**config.mk**
```make
export PLATFORM = sky130hd
export DESIGN_NAME = seq_divider_flat
export DESIGN_NICKNAME = d
export VERILOG_FILES = /design/src/rtl/seq_divider_if.sv /design/src/rtl/seq_divider.sv /design/src/flat_wrapper.sv
export SDC_FILE = /design/constraint.sdc
export NUM_CORES = 1
export LEC_CHECK = 0
export BUFFER_PORTS_ARGS = -buffer_cell sky130_fd_sc_hd__buf_2
export CAP_MARGIN = 40
export CORE_MARGIN = 3
export CORE_UTILIZATION = 29
export CTS_CLUSTER_DIAMETER = 200
export DETAILED_ROUTE_END_ITERATION = 6
export SETUP_SLACK_MARGIN = 0.3
export SLEW_MARGIN = 20
export SYNTH_ARGS = -nofsm -noshare
export SYNTH_HDL_FRONTEND = slang
export SYNTH_SLANG_ARGS = --single-unit
```
**constraint.sdc**
```tcl
create_clock -name clk -period 5 [get_ports clk]
set_clock_uncertainty 0.05 [all_clocks]
set_input_delay 0.25 -clock clk [delete_from_list [all_inputs] [get_ports clk]]
set_output_delay 0.25 -clock clk [all_outputs]
set_load 0.01 [all_outputs]
```
**src/rtl/seq_divider_if.sv**
```systemverilog
// Start/done handshake between the ALU and the sequential divider.
// The ALU drives the request and operands (master); the divider returns the HI/LO results.
interface seq_divider_if #(parameter int WIDTH = 32);
  logic             validIn;
  logic             sign;
  logic [WIDTH-1:0] SrcA;
  logic [WIDTH-1:0] SrcB;
  logic             validOut;
  logic [WIDTH-1:0] Hi;
  logic [WIDTH-1:0] Lo;

  modport master (output validIn, sign, SrcA, SrcB, input validOut, Hi, Lo);
  modport slave  (input validIn, sign, SrcA, SrcB, output validOut, Hi, Lo);
endinterface

```
**src/rtl/seq_divider.sv**
```systemverilog
// Restoring DIV/DIVU, one quotient bit per cycle; validOut pulses WIDTH+1 edges after the start edge.
// No backpressure: validIn is sampled only in IDLE, and the result is held on Hi/Lo until the next FIXUP.
module seq_divider #(
  parameter int WIDTH = 32
) (
  input  logic          clk,
  input  logic          reset,
  seq_divider_if.slave  dif
);
  localparam int CW = (WIDTH > 1) ? $clog2(WIDTH) : 1;
  localparam logic [CW-1:0] LAST = CW'(WIDTH - 1);

  typedef enum logic [1:0] {IDLE, BUSY, FIXUP, DONE} state_t;

  state_t           state_q, state_d;
  logic [CW-1:0]    count_q, count_d;
  logic [WIDTH-1:0] rem_q, rem_d;
  logic [WIDTH-1:0] quo_q, quo_d;
  logic [WIDTH-1:0] div_q, div_d;
  logic [WIDTH-1:0] a_q, a_d;
  logic             qneg_q, qneg_d;
  logic             rneg_q, rneg_d;
  logic             divz_q, divz_d;
  logic [WIDTH-1:0] hi_q, hi_d;
  logic [WIDTH-1:0] lo_q, lo_d;
  logic             vout_q, vout_d;

  // Restoring step: shift the next dividend bit in, keep the difference if it did not borrow.
  logic [WIDTH:0] shifted;
  logic [WIDTH:0] diff;
  assign shifted = {rem_q, quo_q[WIDTH-1]};
  assign diff    = shifted - {1'b0, div_q};

  always_comb begin
    state_d = state_q;
    count_d = count_q;
    rem_d   = rem_q;
    quo_d   = quo_q;
    div_d   = div_q;
    a_d     = a_q;
    qneg_d  = qneg_q;
    rneg_d  = rneg_q;
    divz_d  = divz_q;
    hi_d    = hi_q;
    lo_d    = lo_q;
    vout_d  = 1'b0;
    case (state_q)
      IDLE: begin
        if (dif.validIn) begin
          a_d     = dif.SrcA;
          quo_d   = (dif.sign && dif.SrcA[WIDTH-1]) ? -dif.SrcA : dif.SrcA;
          div_d   = (dif.sign && dif.SrcB[WIDTH-1]) ? -dif.SrcB : dif.SrcB;
          rem_d   = '0;
          qneg_d  = dif.sign & (dif.SrcA[WIDTH-1] ^ dif.SrcB[WIDTH-1]);
          rneg_d  = dif.sign & dif.SrcA[WIDTH-1];
          divz_d  = (dif.SrcB == '0);
          count_d = '0;
          state_d = BUSY;
        end
      end
      BUSY: begin
        if (diff[WIDTH]) begin
          rem_d = shifted[WIDTH-1:0];
        end else begin
          rem_d = diff[WIDTH-1:0];
        end
        quo_d   = {quo_q[WIDTH-2:0], ~diff[WIDTH]};
        count_d = count_q + 1'b1;
        if (count_q == LAST) begin
          state_d = FIXUP;
        end
      end
      FIXUP: begin
        // Divide by zero overrides whatever the iteration produced.
        if (divz_q) begin
          lo_d = '1;
          hi_d = a_q;
        end else begin
          lo_d = qneg_q ? -quo_q : quo_q;
          hi_d = rneg_q ? -rem_q : rem_q;
        end
        vout_d  = 1'b1;
        state_d = DONE;
      end
      DONE: begin
        state_d = IDLE;
      end
      default: begin
        state_d = IDLE;
      end
    endcase
  end

  always_ff @(posedge clk) begin
    if (reset) begin
      state_q <= IDLE;
      count_q <= '0;
      rem_q   <= '0;
      quo_q   <= '0;
      div_q   <= '0;
      a_q     <= '0;
      qneg_q  <= 1'b0;
      rneg_q  <= 1'b0;
      divz_q  <= 1'b0;
      hi_q    <= '0;
      lo_q    <= '0;
      vout_q  <= 1'b0;
    end else begin
      state_q <= state_d;
      count_q <= count_d;
      rem_q   <= rem_d;
      quo_q   <= quo_d;
      div_q   <= div_d;
      a_q     <= a_d;
      qneg_q  <= qneg_d;
      rneg_q  <= rneg_d;
      divz_q  <= divz_d;
      hi_q    <= hi_d;
      lo_q    <= lo_d;
      vout_q  <= vout_d;
    end
  end

  assign dif.validOut = vout_q;
  assign dif.Hi       = hi_q;
  assign dif.Lo       = lo_q;
endmodule

```
**src/flat_wrapper.sv**
```systemverilog
// flat-port wrapper written by rule: the top's interface ports become plain ports
module seq_divider_flat 
#(
  parameter int WIDTH = 32
)
  (clk, reset, dif_validIn, dif_sign, dif_SrcA, dif_SrcB, dif_validOut, dif_Hi, dif_Lo);
  seq_divider_if #(.WIDTH(WIDTH)) dif_i ();
  input  logic clk;
  input  logic reset;
  input wire logic [$bits(dif_i.validIn)-1:0] dif_validIn;
  input wire logic [$bits(dif_i.sign)-1:0] dif_sign;
  input wire logic [$bits(dif_i.SrcA)-1:0] dif_SrcA;
  input wire logic [$bits(dif_i.SrcB)-1:0] dif_SrcB;
  output wire logic [$bits(dif_i.validOut)-1:0] dif_validOut;
  output wire logic [$bits(dif_i.Hi)-1:0] dif_Hi;
  output wire logic [$bits(dif_i.Lo)-1:0] dif_Lo;
  assign dif_i.validIn = dif_validIn;
  assign dif_i.sign = dif_sign;
  assign dif_i.SrcA = dif_SrcA;
  assign dif_i.SrcB = dif_SrcB;
  assign dif_validOut = dif_i.validOut;
  assign dif_Hi = dif_i.Hi;
  assign dif_Lo = dif_i.Lo;
  seq_divider #(.WIDTH(WIDTH)) u_core (.clk(clk), .reset(reset), .dif(dif_i));
endmodule
```
==> flow_summary.rst, run 1 <==
.. list-table::
   :header-rows: 1

   * - Metric
     - Value
   * - Diode count
     - 0
   * - Netlist cell types
     - 61
   * - Die H
     - 209.8 um
   * - Placed inst area
     - 13230 um2
   * - Power per cell area
     - 469.2 nW/um2
   * - Hold Path Origin
     - dif_SrcB[7]
   * - Setup repair after global routing missed its margin
     - no
   * - CTS tree
     - done
   * - Buffer cell driving the clock tree root
     - clkbuf_16
   * - Largest cells by area after synthesis
     - dfxtp_1 (34%), xor2_1 (7.4%), nand2_1 (6.1%), nor2_1 (5.1%), ha_1 (4.3%)
   * - Share of synthesized registers carrying an async set or reset
     - 0
   * - Post-synth top area share
     - 0.3373
   * - DRT Pass-1 Iters
     - 6
   * - Global-route wire length before repair
     - 59.79 mm
   * - Number of vias in the routed layout
     - 11577
   * - Depth of the CTS H-tree
     - 1
   * - Leakage power figure
     - 5.656 nW
   * - DRC violation count after routing
     - 0
   * - Detailed placer's ending HPWL
     - 28.03 mm
   * - Largest net degree at the start of global routing
     - 81
   * - Top FF cell, synth
     - dfxtp_1
   * - Initial antenna violation count
     - 0
   * - Total count of hold-check failures in the final report
     - 0
   * - Layout cells sized above 1
     - 0.1296
   * - Most used cells in the layout excluding fill and tap cells
     - dfxtp_1 (202), nand2_1 (195), nor2_1 (163)
   * - Critical Path End Type
     - flip-flop
   * - Routed vias/inst
     - 5.246
   * - Worst endpoint required time
     - 5380 ps
   * - Top Ports
     - 133
   * - Num Clock Sinks
     - 203
   * - Placement row count
     - 74
   * - Fin crit share
     - 0.7759
   * - Routability Congestion
     - 0.9040
   * - Leading area contributor after synthesis
     - dfxtp_1
   * - Total of max-cap violations
     - 0
   * - Post-detailed-route count of antenna-violating nets
     - 0
   * - Number of buffers inserted by post-CTS setup repair
     - 0
   * - Post-Syn Area per Cell
     - 7.803 um2
   * - Most common cell after layout, fill and taps aside
     - dfxtp_1
   * - Class of the most critical setup path
     - flip-flop to flip-flop
   * - Total Nets Final
     - 1769
   * - Reg-to-reg endpoint
     - u_core.rem_q[10]
   * - Final design utilization
     - 0.3530
   * - Core Area
     - 40920 um2
   * - Count of routing violations after the opening detailed-route iteration
     - 979
   * - Routed length per instance
     - 17.06 um
   * - Transition time at the pin with the least slew margin
     - 771.8 ps
   * - Relative max-transition margin
     - 0.4808
   * - CTS max path bufs
     - 3
   * - Final Slew Violations
     - 0
   * - Power Total
     - 6.778 mW
   * - Initial core utilization
     - 0.2944
   * - Nets in the synthesized netlist
     - 1654
   * - Clock latency on the worst-skew pair
     - 550 ps
   * - Tmin final
     - 3880 ps
   * - Sequential fraction of the synthesis area
     - 0.3373
   * - Signal arrival time at the worst endpoint
     - 4260 ps
   * - Biggest fanout along the worst timing path
     - 16
   * - Endpoint of the worst hold-timing path
     - u_core.div_q[7]
   * - Floorplan die width
     - 209.8 um
   * - Clock input transition at the sequential cells of the worst setup and hold paths
     - 60 ps
   * - Cell area after synthesis
     - 12050 um2
   * - Cell depth of the worst hold path
     - 3
   * - Number of buffers inserted during clock tree synthesis
     - 25
   * - Post-synthesis sequential element count
     - 203
   * - Fillcell total
     - 4255
   * - DIE AREA
     - 44030 um2
   * - Tightest Hold Check Type
     - primary input to flip-flop
   * - Hold slack
     - 41.25 ps
   * - Synth Warn #
     - 0
   * - Total grt overflow
     - 0
   * - Setup crit start kind
     - flip-flop
   * - Area growth syn-to-layout
     - 19.90%
   * - Gate count after technology mapping
     - 1544
   * - Worst reg2reg path startpoint
     - u_core.quo_q[31]
   * - Final number of setup-violating endpoints
     - 0
   * - Post-Route Setup TNS
     - 0 ps
   * - Post-layout instance area
     - 14450 um2
   * - Run status
     - completed
   * - Sum of routed wire length over all layers
     - 37.65 mm
   * - Number of cells on the worst reg-to-reg path
     - 13
   * - Number of port buffers
     - 132
   * - Vias in the first global route
     - 10910
   * - Fmax achieved
     - 0.2578 GHz
   * - Number of enable-type register cells in the synthesized netlist
     - 0
   * - All-Layer GR Usage
     - 0.1651
   * - Reg2Reg Setup Slack
     - 1120 ps
   * - Worst vdd ir
     - 0.2498 mV
==> kinds of logic (layout without fill, tap and decap cells) <==
group                    Yosys count  after routing  synth area share
AO/OA/AOI/OAI                    404            404            0.2251
XOR/XNOR                         145            145            0.1054
adder cells (fa/ha/maj)           42             42           0.04424
buffers and inverters            157            288           0.04891
flip-flops                       203            203            0.3373
multiplexers                      33             33           0.02742
AND/OR/NAND/NOR                  560            560            0.2117
==> worst max-delay path, cell delays in order, from the launching register on <==
cell and delay [ps]:
dfxtp_1 330, inv_1 80, ha_1 230, fa_1 380
nand2b_1 200, a21oi_1 230, o211ai_1 250, o211ai_1 360
a31o_2 230, a41oi_1 250, xnor2_2 620, buf_4 340
nand3_1 100, o311ai_0 120
==> power breakdown <==
group	total, mW	internal, mW	switching, mW	leakage (nW)
registers	2.26	1.97	0.286	1.66
clock network	1.79	1.05	0.741	0.393
logic	2.73	1.05	1.69	3.61
==> registers in the layout (all words and copies together) (netlist names) <==
register	flops
u_core.rem_q	32
u_core.rneg_q	1
u_core.qneg_q	1
u_core.quo_q	32
u_core.state_q	2
u_core.a_q	32
u_core.div_q	32
u_core.dif.Lo	32
u_core.count_q	5
u_core.dif.Hi	32
u_core.divz_q	1
u_core.dif.validOut	1
==> worst max path at each step <==
| stage | end | startpoint | slack (ps) |
|---|---|---|---|
| CTS | u_core.rem_q[2] | u_core.quo_q[31] | 1170 |
| global route | u_core.rem_q[2] | u_core.rem_q[0] | 810 |
| floorplan | u_core.rem_q[18] | u_core.rem_q[4] | 1720 |
| finish | u_core.rem_q[10] | u_core.quo_q[31] | 1120 |
| global placement | u_core.rem_q[2] | u_core.quo_q[31] | 1280 |
| detailed placement | u_core.rem_q[2] | u_core.quo_q[31] | 1190 |
==> metrics by stage <==
stage / worst slack [ps] / cells
after detailed placement: 1194 / 2123
after CTS: 1165 / 2206
after floorplan: 1720 / 1544
after global placement: 1279 / 2118
final: 1120 / 2207
after global routing: 813.4 / 2207
==> Yosys cell counts (all sizes together) (18+ instances only) <==
cell    number
a222oi      18
inv         54
xnor2       43
o21ai       94
a21oi       92
nor3        24
nand3       71
o31ai       36
ha          41
clkbuf      94
a211oi      61
mux2i       33
nor2       164
nand2      195
dfxtp      203
xor2       102
==> what timing repair did <==
action                                 CTS  global route
endpoints found under the hold margin   40             0
hold buffers                            40             0
gates resized for setup                  0             0
==> layer usage <==
layer | track usage | part of all wire | up-vias
li1 | - | - | 5748
met1 | 0.2338 | 0.48 | 5474
met2 | 0.2638 | 0.45 | 305
met3 | 0.02691 | 0.054 | 50
met4 | 0.03811 | 0.021 | 0
met5 | 0 | 0 | -
==> area by class of cell <==
cell class | instances | area [um2] | area share
Sequential cell | 203 | 4065 | 0.2814
Clock inverter | 11 | 131.4 | 0.009095
Timing Repair Buffer | 191 | 1286 | 0.08904
Tap cell | 532 | 665.6 | 0.04608
Multi-Input combinational cell | 1184 | 7432 | 0.5145
Inverter | 54 | 202.7 | 0.01403
Clock buffer | 32 | 661.9 | 0.04582
No activity file was read; power rests on OpenSTA's default activity.
==> run 2, diff against run 1 <==
==> constraint.sdc (replaced) <==
create_clock -name clk -period 4 [get_ports clk]
set_clock_uncertainty 0.05 [all_clocks]
set_input_delay 0.2 -clock clk [delete_from_list [all_inputs] [get_ports clk]]
set_output_delay 0.2 -clock clk [all_outputs]
set_load 0.01 [all_outputs]
==> flow_summary.rst, run 2 (synthesis results as in run 1) <==
.. list-table::
   :header-rows: 1

   * - Metric
     - Value
   * - Placement row count
     - 74
   * - Layout cells sized above 1
     - 0.1345
   * - Total Nets Final
     - 1794
   * - Total grt overflow
     - 0
   * - Clock group share of total power
     - 0.271
   * - Core Area
     - 40920 um2
   * - Number of buffers inserted during clock tree synthesis
     - 26
   * - CTS tree
     - done
   * - Net Switching
     - 3.400 mW
   * - Initial antenna violation count
     - 0
   * - Routed length per instance
     - 17.02 um
   * - Routability Congestion
     - 0.8925
   * - Reg2Reg Setup Slack
     - 550 ps
   * - Min setup slack post-route
     - 554.3 ps
   * - Post-layout instance area
     - 14690 um2
   * - Post-Route Setup TNS
     - 0 ps
   * - Worst endpoint required time
     - 4440 ps
   * - All-Layer GR Usage
     - 0.1679
   * - Sum of routed wire length over all layers
     - 38.01 mm
   * - Worst setup path startpoint
     - u_core.rem_q[4]
   * - Fmax achieved
     - 0.2902 GHz
   * - Global-route wire length before repair
     - 60.64 mm
   * - Area growth syn-to-layout
     - 21.92%
   * - Final design utilization
     - 0.3589
   * - Signal arrival time at the worst endpoint
     - 3880 ps
   * - DRT Pass-1 Iters
     - 6
   * - DIE AREA
     - 44030 um2
   * - Clock input transition at the sequential cells of the worst setup and hold paths
     - 60 ps
   * - DRC violation count after routing
     - 0
   * - Buffer cell driving the clock tree root
     - clkbuf_16
   * - Termination of the worst setup path
     - u_core.rem_q[6]
   * - Top Ports
     - 133
   * - Largest net degree at the start of global routing
     - 73
   * - Power per cell area
     - 583.9 nW/um2
   * - Total of max-cap violations
     - 0
   * - Initial core utilization
     - 0.2944
   * - Cell depth of the worst hold path
     - 3
   * - Final Slew Violations
     - 0
   * - Clock latency on the worst-skew pair
     - 550 ps
   * - Detailed placer's ending HPWL
     - 27.93 mm
   * - Count of routing violations after the opening detailed-route iteration
     - 858
   * - Most common cell after layout, fill and taps aside
     - dfxtp_1
   * - Sequential share of power
     - 0.329
   * - Depth of the CTS H-tree
     - 1
   * - Reg-to-reg endpoint
     - u_core.rem_q[6]
   * - Hold slack
     - 23.13 ps
   * - Floorplan die width
     - 209.8 um
   * - Run status
     - completed
   * - Relative max-transition margin
     - 0.4990
   * - Diode count
     - 0
   * - Leakage power figure
     - 5.771 nW
   * - Number of cells on the worst reg-to-reg path
     - 10
   * - CTS max path bufs
     - 3
   * - Worst reg2reg path startpoint
     - u_core.rem_q[4]
   * - Final number of setup-violating endpoints
     - 0
   * - Placed inst area
     - 13230 um2
   * - Worst vdd ir
     - 0.2834 mV
   * - Setup crit start kind
     - flip-flop
   * - Number of port buffers
     - 132
   * - Class of the most critical setup path
     - flip-flop to flip-flop
   * - Transition time at the pin with the least slew margin
     - 745.8 ps
   * - Switching fraction of total power
     - 0.3964
   * - Post-detailed-route count of antenna-violating nets
     - 0
   * - Internal power
     - 5.178 mW
   * - Tightest Hold Check Type
     - primary input to flip-flop
   * - Die H
     - 209.8 um
   * - Biggest fanout along the worst timing path
     - 7
   * - Combinational share of power
     - 0.399
   * - Fin crit share
     - 0.8614
   * - Most used cells in the layout excluding fill and tap cells
     - dfxtp_1 (202), nand2_1 (195), nor2_1 (163)
   * - Vias in the first global route
     - 11104
   * - Tmin final
     - 3446 ps
   * - Number of vias in the routed layout
     - 11650
   * - Num Clock Sinks
     - 203
   * - Setup repair after global routing missed its margin
     - no
   * - Total count of hold-check failures in the final report
     - 0
   * - Hold Path Origin
     - dif_SrcB[28]
   * - Critical Path End Type
     - flip-flop
   * - Post-Place Worst Slack
     - 362.2 ps
   * - Routed vias/inst
     - 5.215
==> run 2: cell count changes in the layout (fill, tap and decap cells not counted), sizes merged <==
cell,change
clkinvlp,+1
inv,-3
dlygate4sd3,+17
clkbuf,+3
buf,+7
clkinv,+2
==> run 2: cell type report <==
cell class	instances	area (um2)
Fill cell	4290	26240
Inverter	54	202.7
Tap cell	532	665.6
Multi-Input combinational cell	1184	7447
Sequential cell	203	4065
Timing Repair Buffer	215	1461
Clock inverter	11	122.6
Clock buffer	35	724.4
==> run 2: repair_timing <==
item,4_1_cts,5_1_grt
hold endpoints to repair,58,0
hold buffers,57,0
gates resized for setup,0,2
setup endpoints to repair,0,32
buffers inserted,0,2
==> run 2: worst min-delay path by stage <==
stage / to / slack (ps)
final: u_core.div_q[28] / 20
after floorplan: u_core.a_q[27] / 290
after global routing: u_core.div_q[28] / 30
after detailed placement: u_core.a_q[27] / 400
after CTS: u_core.div_q[17] / 8
after global placement: u_core.a_q[8] / 390
==> run 2: layer usage <==
metal,global-route usage,vias to the layer above,routed length (um)
li1,-,5793,-
met1,0.2335,5480,17590
met2,0.2748,333,17460
met3,0.02885,44,2282
met4,0.03372,0,680
met5,0,-,0
==> run 2: through the flow <==
stage	instances	power (mW)
2_1_floorplan	1544	5.218
3_3_place_gp	2127	6.142
3_5_place_dp	2128	6.201
4_1_cts	2231	8.610
5_1_grt	2234	9.173
6_report	2234	8.577
==> run 2: power groups by stage <==
stage          Sequential [mW]  Clock, mW  Combinational, mW
5_1_grt                   2.89       2.47               3.82
6_report                  2.83       2.33               3.43
2_1_floorplan             2.84          0               2.38
3_5_place_dp              2.87          0               3.33
3_3_place_gp              2.85          0               3.29
4_1_cts                   2.83       2.38               3.40
==> run 2: critical path: stages, from the launching register on <==
cell and delay, ps:
dfxtp_1 430, ha_1 350, a21o_1 210, a211o_1 280
o211ai_1 400, o211ai_1 190, a31o_2 290, a41oi_2 320
xor2_2 130, or4b_2 680, nand3_1 80
